$ cat src/rtl/fetch_unit.sv
// fetch_unit: instruction-fetch stage sitting right after the PC register.
// Latches the PC, issues one instruction-bus request at a time, follows the
// addr_ok/data_ok handshake and writes the fetched instruction into the F/D
// pipeline register. fetch_stall holds the PC register until a fetch is
// delivered. Decode stalls are absorbed by a one-entry hold buffer, and
// flushes squash the fetch in flight.
//
// Optional build macro: FETCH_MISALIGN_EN
//   When defined, a PC with pc[1:0] != 0 is not sent to the bus. The block
//   completes with fd_instr=0 and raises fd_misalign alongside the F/D entry.
//
// Ports:
//   clk, reset                 clock, synchronous active-high reset
//   pc                         current PC from the PC register
//   flush                      redirect/squash from execute
//   stall_d                    decode cannot accept a new F/D entry
//   ireq_valid, ireq_addr      instruction-bus request
//   iresp_addr_ok              bus accepted the request
//   iresp_data_ok, iresp_data  bus returned instruction data
//   fetch_stall                1 = PC register must hold
//   fd_valid, fd_pc, fd_instr  F/D pipeline register
//   fd_misalign                misaligned-PC marker (FETCH_MISALIGN_EN only)
module fetch_unit #(
  parameter int unsigned INSTR_W = 32,
  parameter int unsigned ADDR_W  = 64
) (
  input  logic               clk,
  input  logic               reset,
  input  logic [ADDR_W-1:0]  pc,
  input  logic               flush,
  input  logic               stall_d,
  output logic               ireq_valid,
  output logic [ADDR_W-1:0]  ireq_addr,
  input  logic               iresp_addr_ok,
  input  logic               iresp_data_ok,
  input  logic [INSTR_W-1:0] iresp_data,
  output logic               fetch_stall,
  output logic               fd_valid,
  output logic [ADDR_W-1:0]  fd_pc,
  output logic [INSTR_W-1:0] fd_instr
`ifdef FETCH_MISALIGN_EN
  ,
  output logic               fd_misalign
`endif
);

  // S_MISA is a bus-less completion cycle, only reachable with FETCH_MISALIGN_EN
  typedef enum logic [2:0] {
    S_IDLE = 3'd0,
    S_REQ  = 3'd1,
    S_WAIT = 3'd2,
    S_HOLD = 3'd3,
    S_MISA = 3'd4
  } state_t;

  state_t              state_q, state_d;
  logic                drop_q, drop_d;
  logic [ADDR_W-1:0]   req_pc_q;
  logic [INSTR_W-1:0]  hold_q;
  logic                misaligned;
  logic                cmp;
  logic                fetch_done;
  logic                hold_load;
  logic [INSTR_W-1:0]  src_instr;

`ifdef FETCH_MISALIGN_EN
  logic                hold_mis_q;
  logic                src_mis;
  assign misaligned = (pc[1:0] != 2'b00);
`else
  assign misaligned = 1'b0;
`endif

  // Completion: data is available this cycle (bus data or the misaligned stub)
  assign cmp = ((state_q == S_REQ)  && iresp_addr_ok && iresp_data_ok) ||
               ((state_q == S_WAIT) && iresp_data_ok) ||
               (state_q == S_MISA);

  // State register
  always_ff @(posedge clk) begin
    if (reset) begin
      state_q <= S_IDLE;
    end else begin
      state_q <= state_d;
    end
  end

  // Next-state logic
  always_comb begin
    state_d = state_q;
    case (state_q)
      S_IDLE: if (!flush) state_d = misaligned ? S_MISA : S_REQ;
      S_REQ:  if (iresp_addr_ok && !iresp_data_ok) state_d = S_WAIT;
      S_WAIT: state_d = S_WAIT;
      S_HOLD: if (flush || !stall_d) state_d = S_IDLE;
      S_MISA: state_d = S_MISA;
      default: state_d = S_IDLE;
    endcase
    // A squashed or deliverable completion returns to IDLE; a stalled one parks in HOLD
    if (cmp) state_d = (drop_q || flush || !stall_d) ? S_IDLE : S_HOLD;
  end

  // Output and datapath-control decode
  always_comb begin
    ireq_valid = (state_q == S_REQ);
    ireq_addr  = req_pc_q;
    fetch_done = 1'b0;
    hold_load  = 1'b0;
    src_instr  = (state_q == S_MISA) ? '0 : iresp_data;
    if (cmp && !drop_q && !flush) begin
      if (!stall_d) fetch_done = 1'b1;
      else          hold_load  = 1'b1;
    end
    if ((state_q == S_HOLD) && !flush && !stall_d) begin
      fetch_done = 1'b1;
      src_instr  = hold_q;
    end
    fetch_stall = !(fetch_done || flush);
    // drop remembers a flush that hit an in-flight request; it dies on return to IDLE
    if (state_d == S_IDLE) begin
      drop_d = 1'b0;
    end else if (((state_q == S_REQ) || (state_q == S_WAIT)) && flush) begin
      drop_d = 1'b1;
    end else begin
      drop_d = drop_q;
    end
  end

`ifdef FETCH_MISALIGN_EN
  assign src_mis = (state_q == S_MISA) || ((state_q == S_HOLD) && hold_mis_q);
`endif

  // Request latch, hold buffer and F/D register
  always_ff @(posedge clk) begin
    if (reset) begin
      drop_q   <= 1'b0;
      req_pc_q <= '0;
      hold_q   <= '0;
      fd_valid <= 1'b0;
      fd_pc    <= '0;
      fd_instr <= '0;
    end else begin
      drop_q <= drop_d;
      if ((state_q == S_IDLE) && !flush) req_pc_q <= pc;
      if (hold_load) hold_q <= src_instr;
      if (flush) begin
        fd_valid <= 1'b0;
      end else if (fetch_done) begin
        fd_valid <= 1'b1;
        fd_pc    <= req_pc_q;
        fd_instr <= src_instr;
      end else if (!stall_d) begin
        fd_valid <= 1'b0;
      end
    end
  end

`ifdef FETCH_MISALIGN_EN
  // Misalign marker travels with the entry through the hold buffer
  always_ff @(posedge clk) begin
    if (reset) begin
      hold_mis_q  <= 1'b0;
      fd_misalign <= 1'b0;
    end else begin
      if (hold_load) hold_mis_q <= (state_q == S_MISA);
      if (!flush && fetch_done) fd_misalign <= src_mis;
    end
  end
`endif

endmodule
$ cat config.mk
export PLATFORM = sky130hd
export DESIGN_NAME = fetch_unit
export DESIGN_NICKNAME = d
export VERILOG_FILES = /design/src/rtl/fetch_unit.sv
export SDC_FILE = /design/constraint.sdc
export NUM_CORES = 1
export LEC_CHECK = 0
export BUFFER_PORTS_ARGS = -buffer_cell sky130_fd_sc_hd__buf_2
export CAP_MARGIN = 10
export CORE_MARGIN = 3
export CORE_UTILIZATION = 49
export DETAILED_ROUTE_END_ITERATION = 10
export MAX_ROUTING_LAYER = met4
export PLACE_DENSITY = 0.79
export SLEW_MARGIN = 20
export SYNTH_ARGS = -nofsm -noshare
export SYNTH_HDL_FRONTEND = slang
export SYNTH_SLANG_ARGS = --single-unit
export TNS_END_PERCENT = 20
$ cat constraint.sdc
create_clock -name clk -period 2.55 [get_ports clk]
set_clock_uncertainty 0.05 [all_clocks]
set_input_delay 0.1275 -clock clk [delete_from_list [all_inputs] [get_ports clk]]
set_output_delay 0.1275 -clock clk [all_outputs]
set_load 0.05 [all_outputs]
==> summary.txt, run 1 <==
Outcome = finished, final reports clean
Die Y = 128 um
Switching Share = 0.281
Mean Syn Cell Area = 8.08 um^2
Seq pwr share = 0.464
Via count of the first global-routing pass = 6851
Psw = 1.99 mW
Relative max-transition margin = 0.526
Sequential share of the synthesized area = 0.545
Synth Register Bits = 197
Starting DRT DRC Count = 541
Tmin final = 2.43 ns
CP Launch Type = register
H-tree levels = 4
Power Dens Cells = 707 nW/um^2
Ports = 265
Area growth syn-to-layout = 38.4%
Setup TNS = 0 ns
CP max-delay cell = or4b_4
Max Cap Viol = 0
Cell breakdown of the critical path = or4b_4 -> a211oi_4 -> buf_12 -> nor2_1 -> buf_2
Fmax = 411 MHz
TritonCTS Buffers = 17
Gr ovfl total = 0
Synth area leader = dfxtp_1
Top-area cell type share of the netlist area = 0.545
Antenna violations before repair = 1
Gpl congestion = 0.829
Core outline area = 14100 um^2
Cell internal pwr = 5.09 mW
# rows = 43
Post-route ant nets = 0
Pre-antenna DRT Iters = 5
Drt total wl = 22200 um
Global Route Usage Sum = 0.270
Starting density of the core = 0.511
Main area contributors after synthesis = dfxtp_1 (55%), nand2_1 (13%), a21oi_1 (11%), a211oi_1 (6.6%), nor2_1 (3.8%)
Yosys Warn Count = 0
Hold Path Class = input pin to register
Synth unique cells = 32
CTS root buffer = clkbuf_16
Worst Path Required = 2.37 ns
Setup CP Type = register to output port
# DRC = 0
Syn Std Cell Area = 7230 um^2
Die area = 16300 um^2
Clk_lat worst skew = 0.42 ns
Leakage power = 4.31 nW
Final period utilization = 0.953
Worst vdd ir = 0.000524 V
Comb pwr share = 0.152
Routed len/inst = 16.1 um
Worst path max stage delay = 0.60 ns
Mapped Cells = 895
Largest net degree at the start of global routing = 89
Final core utilization = 0.708
Port-buffer cells = 264
Layout cells sized above 1 = 0.272
Slew @ Worst Pin = 0.711 ns
Placed insts = 1281
Clock-pin slew on the worst setup and hold paths = 0.06 ns
Final std cells w/o fill = 1380
Die W = 128 um
HPWL Detailed = 13400 um
Worst-path fanout max = 27
CTS tree = yes
Syn_nets = 997
Sink Count = 197
DR vias/cell = 5.33
RSZ-0062 raised after global routing = no
Kind of end point of the critical path = output port
Endpoints failing hold = 0
Nets = 1288
Clock buffer depth = 2
CP Data Arrival Time = 2.25 ns
Clock power frac = 0.385
Worst R2R Setup Slack = 0.25 ns
Vias = 7350
Final setup fails = 0
Count of final max-slew check failures = 0
First-pass GRT wire length = 34500 um
==> registers in the layout (all words and copies together) (netlist names) <==
signal,cells
fd_valid,1
ireq_addr,64
fd_instr,32
hold_q,32
state_q,3
fd_pc,64
drop_q,1
==> worst max-delay path, delay by kind of cell (launching register included) <==
family / cells / cell delay (ns)
simple gates: 2 / 0.65
buf+inv: 2 / 0.44
compound gates: 1 / 0.32
flops: 1 / 0.43
==> synth_stat cells <==
cell type and count:
a211o_1 1, a211oi_1 64, a211oi_2 1, a21oi_1 165, a31o_2 1, a31oi_1 2, and3_1 33, and3b_1 1
buf_1 1, buf_2 18, buf_4 3, buf_6 2, clkbuf_1 52, conb_1 1, dfxtp_1 197, inv_1 1
nand2_1 260, nand2b_1 2, nor2_1 74, nor2b_1 3, nor3_1 1, nor4_1 1, nor4_2 1, nor4b_1 1
nor4bb_1 1, o211ai_1 1, o21a_1 1, o21ai_0 2, o22ai_1 1, or4_1 1, or4b_1 1, xor2_1 1
==> through the flow <==
step / setup WS, ns / total power, mW / cell area, um^2 / hold WS, ns
floorplan: 0.436 / 4.03 / 7230 / 0.214
finish: 0.119 / 7.08 / 10000 / 0.0742
global placement: 0.344 / 4.31 / 8710 / 0.317
detailed placement: 0.252 / 4.32 / 8710 / 0.324
global route: 0.0176 / 7.35 / 10000 / 0.0747
CTS: 0.00355 / 7.11 / 10000 / 0.0531
==> placed cells by master (no fill, tap or decap), drive strengths merged, types with 20 or more instances in the layout <==
cell type      n
nand2        260
and3          33
dlygate4sd3   64
a211oi        65
buf          283
nor2          74
clkbuf        20
dfxtp        197
a21oi        165
==> routing by layer <==
layer | track usage | part of all wire | vias up | routed length, um
met4 | 0.119 | 0.035 | 0 | 778
li1 | - | - | 3588 | -
met2 | 0.448 | 0.50 | 328 | 11000
met3 | 0.0631 | 0.076 | 58 | 1690
met1 | 0.310 | 0.39 | 3376 | 8710
met5 | - | 0 | - | 0
==> power by group through the flow <==
| stage | Sequential (mW) | Clock (mW) | Combinational (mW) |
|---|---|---|---|
| after floorplan | 3.65 | 0 | 0.377 |
| after global placement | 3.35 | 0 | 0.961 |
| after detailed placement | 3.35 | 0 | 0.973 |
| after CTS | 3.28 | 2.77 | 1.07 |
| after global routing | 3.30 | 2.90 | 1.15 |
| final | 3.28 | 2.72 | 1.07 |
==> kinds of logic after synthesis <==
| kind of cell | after synthesis | synth area share |
|---|---|---|
| other cells | 1 | 0.000518 |
| xor+xnor | 1 | 0.00121 |
| buf+inv | 77 | 0.0467 |
| simple gates | 380 | 0.216 |
| flops | 197 | 0.545 |
| compound gates | 239 | 0.191 |
==> cell type report <==
class | instances | area (um^2)
clock buffers | 20 | 467
well taps | 180 | 225
fillers | 1064 | 4140
flip-flops and latches | 197 | 3950
diodes | 1 | 2.50
clock inverters | 12 | 143
repair buffers | 348 | 2230
multi-input cells | 621 | 2990
inverters | 1 | 3.75
==> final timing paths <==
path / from / to / depth (start not counted)
setup / recovery: state_q[2]$_SDFF_PP0_ / fetch_stall / 5
hold / removal: stall_d / fd_valid$_SDFFE_PP0P_ / 3
setup reg to reg: state_q[2]$_SDFF_PP0_ / fd_instr[8]$_SDFFE_PP0P_ / 6
hold reg to reg: fd_pc[45]$_SDFFE_PP0P_ / fd_pc[45]$_SDFFE_PP0P_ / 2
==> what timing repair did <==
item,in CTS,in global routing
gates resized for setup,0,3
setup buffers,1,0
hold buffers,64,0
setup endpoints to repair,1,6
endpoints found under the hold margin,64,0
cloned,1,0
pin swaps,1,0
No activity file was read; power rests on OpenSTA's default activity.
==> run 2: changes to the inputs <==
Settings changed: CORE_ASPECT_RATIO from default to 0.75.
==> summary.txt, run 2 (same netlist as run 1, synthesis figures left out) <==
Worst vdd ir = 0.000465 V
Worst-path fanout max = 28
Multi-input gate area = 2990 um^2
Outcome = finished, final reports clean
Filler instances = 1130
Final setup fails = 0
R2R depth = 6
Drt total wl = 21500 um
Clk_lat worst skew = 0.42 ns
Largest net degree at the start of global routing = 74
Gr ovfl total = 0
Worst Hold Depth = 2
RSZ-0062 raised after global routing = no
Global Route Usage Sum = 0.268
Hold path start = reset
Clock-pin slew on the worst setup and hold paths = 0.07 ns
Area growth syn-to-layout = 37.8%
Clock buffer depth = 2
Die Y = 111 um
H-tree levels = 4
Die W = 146 um
Kind of end point of the critical path = output port
Via count of the first global-routing pass = 7120
Reg2reg start = state_q[2]$_SDFF_PP0_
Count of final max-slew check failures = 0
Antenna violations before repair = 1
CP Launch Type = register
Starting density of the core = 0.514
Endpoints failing hold = 0
Ports = 265
Vias = 7320
Terminus of the critical flop-to-flop path = fd_pc[2]$_SDFFE_PP0P_
Relative max-transition margin = 0.517
Slew @ Worst Pin = 0.725 ns
Post-route ant nets = 0
Die area = 16300 um^2
Total Power = 6.96 mW
Pre-antenna DRT Iters = 5
Final period utilization = 0.924
First-pass GRT wire length = 35100 um
Starting DRT DRC Count = 578
Leakage power = 4.29 nW
Gpl congestion = 0.826
Max Cap Viol = 0
Hold Path Sink = state_q[0]$_SDFF_PP0_
CTS tree = yes
Layout cells sized above 1 = 0.269
# rows = 37
Setup CP Type = register to output port
HPWL Detailed = 13000 um
Tmin final = 2.36 ns
Setup TNS = 0 ns
Commonest non-fill, non-tap cells in the layout = buf_2 (263), nand2_1 (259), dfxtp_1 (196), a21oi_1 (164), nor2_1 (74)
Fmax = 424 MHz
CTS root buffer = clkbuf_16
Power Dens Cells = 698 nW/um^2
Sink Count = 197
CP Data Arrival Time = 2.18 ns
TritonCTS Buffers = 17
DR vias/cell = 5.26
Worst Path Required = 2.37 ns
Hold Path Class = input pin to register
Worst R2R Setup Slack = 0.37 ns
Core outline area = 14100 um^2
# DRC = 0
Port-buffer cells = 264
Commonest non-fill, non-tap cell in the layout = buf_2
Routed len/inst = 15.5 um
FF+latch area = 3950 um^2
Nets = 1284
## run 2: timing repair
item / 4_1_cts / 5_1_grt
endpoints found under the setup margin: 1 / 1
hold buffers: 64 / 0
pin swaps: 1 / 0
endpoints found under the hold margin: 64 / 0
cloned: 1 / 0
gates resized for setup: 0 / 2
buffers inserted: 1 / 0
## run 2: worst max-delay path, cell delays in order (launching register included)
cell,delay [ns]
dfxtp_2,0.39
or4b_4,0.57
a211oi_4,0.31
buf_12,0.22
nor2_1,0.05
buf_2,0.22
## run 2: how the worst max path moves through the flow
| stage | from | endpoint | slack (ns) | cells past startpoint |
|---|---|---|---|---|
| after global placement | state_q[2]$_SDFF_PP0_ | fd_instr[22]$_SDFFE_PP0P_ | 0.44 | 5 |
| after floorplan | state_q[2]$_SDFF_PP0_ | fetch_stall | 0.44 | 7 |
| after detailed placement | state_q[2]$_SDFF_PP0_ | fd_instr[16]$_SDFFE_PP0P_ | 0.36 | 5 |
| after global routing | state_q[1]$_SDFF_PP0_ | fetch_stall | 0.08 | 7 |
| after CTS | state_q[2]$_SDFF_PP0_ | fetch_stall | 0.05 | 5 |
| final | state_q[2]$_SDFF_PP0_ | fetch_stall | 0.19 | 5 |
## run 2: cell type report
type / instances / area share
diodes: 1 / 0.000251
clock buffers: 19 / 0.0454
clock inverters: 13 / 0.0138
inverters: 1 / 0.000377
multi-input cells: 621 / 0.300
flip-flops and latches: 197 / 0.396
well taps: 195 / 0.0245
repair buffers: 344 / 0.220
## run 2: metal layers
layer  vias up  track usage  share of wire
li1       3576            -              -
met1      3396        0.323           0.42
met2       299        0.433           0.48
met3        49       0.0662          0.076
met4         0        0.111          0.029
met5         -            -              0
## run 2: where the power goes
| group | leakage, nW | internal, mW | switching [mW] |
|---|---|---|---|
| Clock | 0.291 | 1.36 | 1.26 |
| Sequential | 1.60 | 3.20 | 0.0778 |
| Combinational | 2.40 | 0.346 | 0.715 |
## run 2: metrics by stage
stage | setup slack, ns | hold slack, ns | cells | cell area (um^2) | utilization
6_report | 0.193 | 0.0921 | 1391 | 9970 | 0.708
5_1_grt | 0.0783 | 0.0987 | 1391 | 9970 | 0.708
4_1_cts | 0.0523 | 0.0696 | 1390 | 9960 | 0.708
3_5_place_dp | 0.363 | 0.323 | 1292 | 8690 | 0.617
3_3_place_gp | 0.441 | 0.318 | 1292 | 8690 | 0.617
2_1_floorplan | 0.436 | 0.214 | 895 | 7230 | -
==> run 3: changes to the inputs <==
Settings changed: CORE_ASPECT_RATIO 0.75 to default, HOLD_SLACK_MARGIN from default to 0.12.
==> summary.txt, run 3 (same netlist as run 1, synthesis figures left out) <==
Gr ovfl total = 0
Worst-path fanout max = 27
Via count of the first global-routing pass = 6881
Endpoints failing hold = 0
TritonCTS Buffers = 17
# rows = 43
Starting density of the core = 0.511
Clock buffer depth = 2
Hold Path Class = input pin to register
Final setup fails = 0
N_diodes = 0
Reg2reg start = state_q[2]$_SDFF_PP0_
CTS tree = yes
Setup TNS = 0 ns
Filler instances = 1062
Max Cap Viol = 0
Fmax = 411 MHz
Drt total wl = 22300 um
Worst path max stage delay = 0.60 ns
Pre-antenna DRT Iters = 5
Relative max-transition margin = 0.528
Die W = 128 um
R2R depth = 6
Count of final max-slew check failures = 0
Power Dens Cells = 705 nW/um^2
Largest net degree at the start of global routing = 89
CP Data Arrival Time = 2.26 ns
Kind of end point of the critical path = output port
FF+latch area = 3950 um^2
H-tree levels = 4
Antenna violations before repair = 0
Post-route ant nets = 0
CP Buf/Inv Count = 2
# DRC = 0
Die area = 16300 um^2
Nets = 1292
Routed len/inst = 16.1 um
Commonest non-fill, non-tap cells in the layout = buf_2 (263), nand2_1 (259), dfxtp_1 (195), a21oi_1 (164), nor2_1 (74)
HPWL Detailed = 13400 um
DR vias/cell = 5.33
Starting DRT DRC Count = 535
Layout cells sized above 1 = 0.271
Tmin final = 2.43 ns
CP Launch Type = register
Critical path startpoint = state_q[2]$_SDFF_PP0_
Path length in cells of the critical path = 5
Sink Count = 197
Gpl congestion = 0.829
Commonest non-fill, non-tap cell in the layout = buf_2
Leakage power = 4.33 nW
Die Y = 128 um
Hold path start = iresp_data[15]
Worst Hold Depth = 4
Vias = 7371
Final core utilization = 0.710
Clock-pin slew on the worst setup and hold paths = 0.07 ns
Core outline area = 14100 um^2
Cell breakdown of the critical path = or4b_4 -> a211oi_4 -> buf_12 -> nor2_1 -> buf_2
Final period utilization = 0.954
RSZ-0062 raised after global routing = no
Area growth syn-to-layout = 38.9%
Worst vdd ir = 0.000533 V
CP max-delay cell = or4b_4
Outcome = finished, final reports clean
First-pass GRT wire length = 34500 um
Global Route Usage Sum = 0.270
Worst Path Required = 2.37 ns
Port-buffer cells = 264
Clk_lat worst skew = 0.42 ns
Slew @ Worst Pin = 0.707 ns
CTS root buffer = clkbuf_16
Setup CP Type = register to output port
Multi-input gate area = 2990 um^2
Family with the most delay on the worst path = simple AND/OR/NAND/NOR gates
Ports = 265
## run 3: changes by cell type in the layout (fill, tap and decap cells not counted), moves of 2 or more
cell	delta
clkinv_8	-3
bufinv_16	+2
dlygate4sd3_1	+4
buf_4	+3
clkinvlp_4	+3
inv_6	-3
## run 3: routing by layer
| layer | part of all wire | GRT usage | wire (um) | vias to the layer above |
|---|---|---|---|---|
| li1 | - | - | - | 3596 |
| met1 | 0.39 | 0.311 | 8790 | 3407 |
| met2 | 0.50 | 0.450 | 11100 | 313 |
| met3 | 0.071 | 0.0610 | 1590 | 55 |
| met4 | 0.035 | 0.119 | 776 | 0 |
| met5 | 0 | - | 0 | - |
## run 3: worst paths after layout
path	end	slack [ns]
max	fetch_stall	0.12
min	hold_q[15]$_SDFFE_PP0P_	0.14
max reg2reg	fd_instr[8]$_SDFFE_PP0P_	0.25
min reg2reg	fd_pc[45]$_SDFFE_PP0P_	0.40
## run 3: layout make-up
cell class	instances	share of cell area
well taps	180	0.0224
repair buffers	352	0.226
inverters	1	0.000374
flip-flops and latches	197	0.393
multi-input cells	621	0.298
clock buffers	20	0.0464
clock inverters	12	0.0142
## run 3: stage by stage
step | std cells | setup slack, ns | power (mW) | hold slack, ns | instance area [um^2]
6_report | 1383 | 0.116 | 7.08 | 0.136 | 10000
5_1_grt | 1383 | 0.0176 | 7.35 | 0.139 | 10000
4_1_cts | 1383 | 0.00355 | 7.12 | 0.121 | 10000
3_5_place_dp | 1281 | 0.252 | 4.32 | 0.324 | 8710
3_3_place_gp | 1281 | 0.344 | 4.31 | 0.317 | 8710
2_1_floorplan | 895 | 0.436 | 4.03 | 0.214 | 7230
## run 3: power breakdown
group          internal (mW)  leakage, nW  switching [mW]
Combinational          0.356         2.44           0.723
Clock                   1.54        0.291            1.18
Sequential              3.20         1.60          0.0828
Total                   5.10         4.33            1.98
## run 3: tightest hold or removal path, stage by stage
cell,delay [ns]
buf_2,0.08
and3_1,0.13
a21oi_1,0.05
a211oi_1,0.18
## run 3: what timing repair did
action,4_1_cts,5_1_grt
setup endpoints to repair,1,6
gates resized for setup,0,3
buffers inserted,1,0
hold buffers,68,0
hold endpoints to repair,67,0
pin swaps,1,0
cloned,1,0
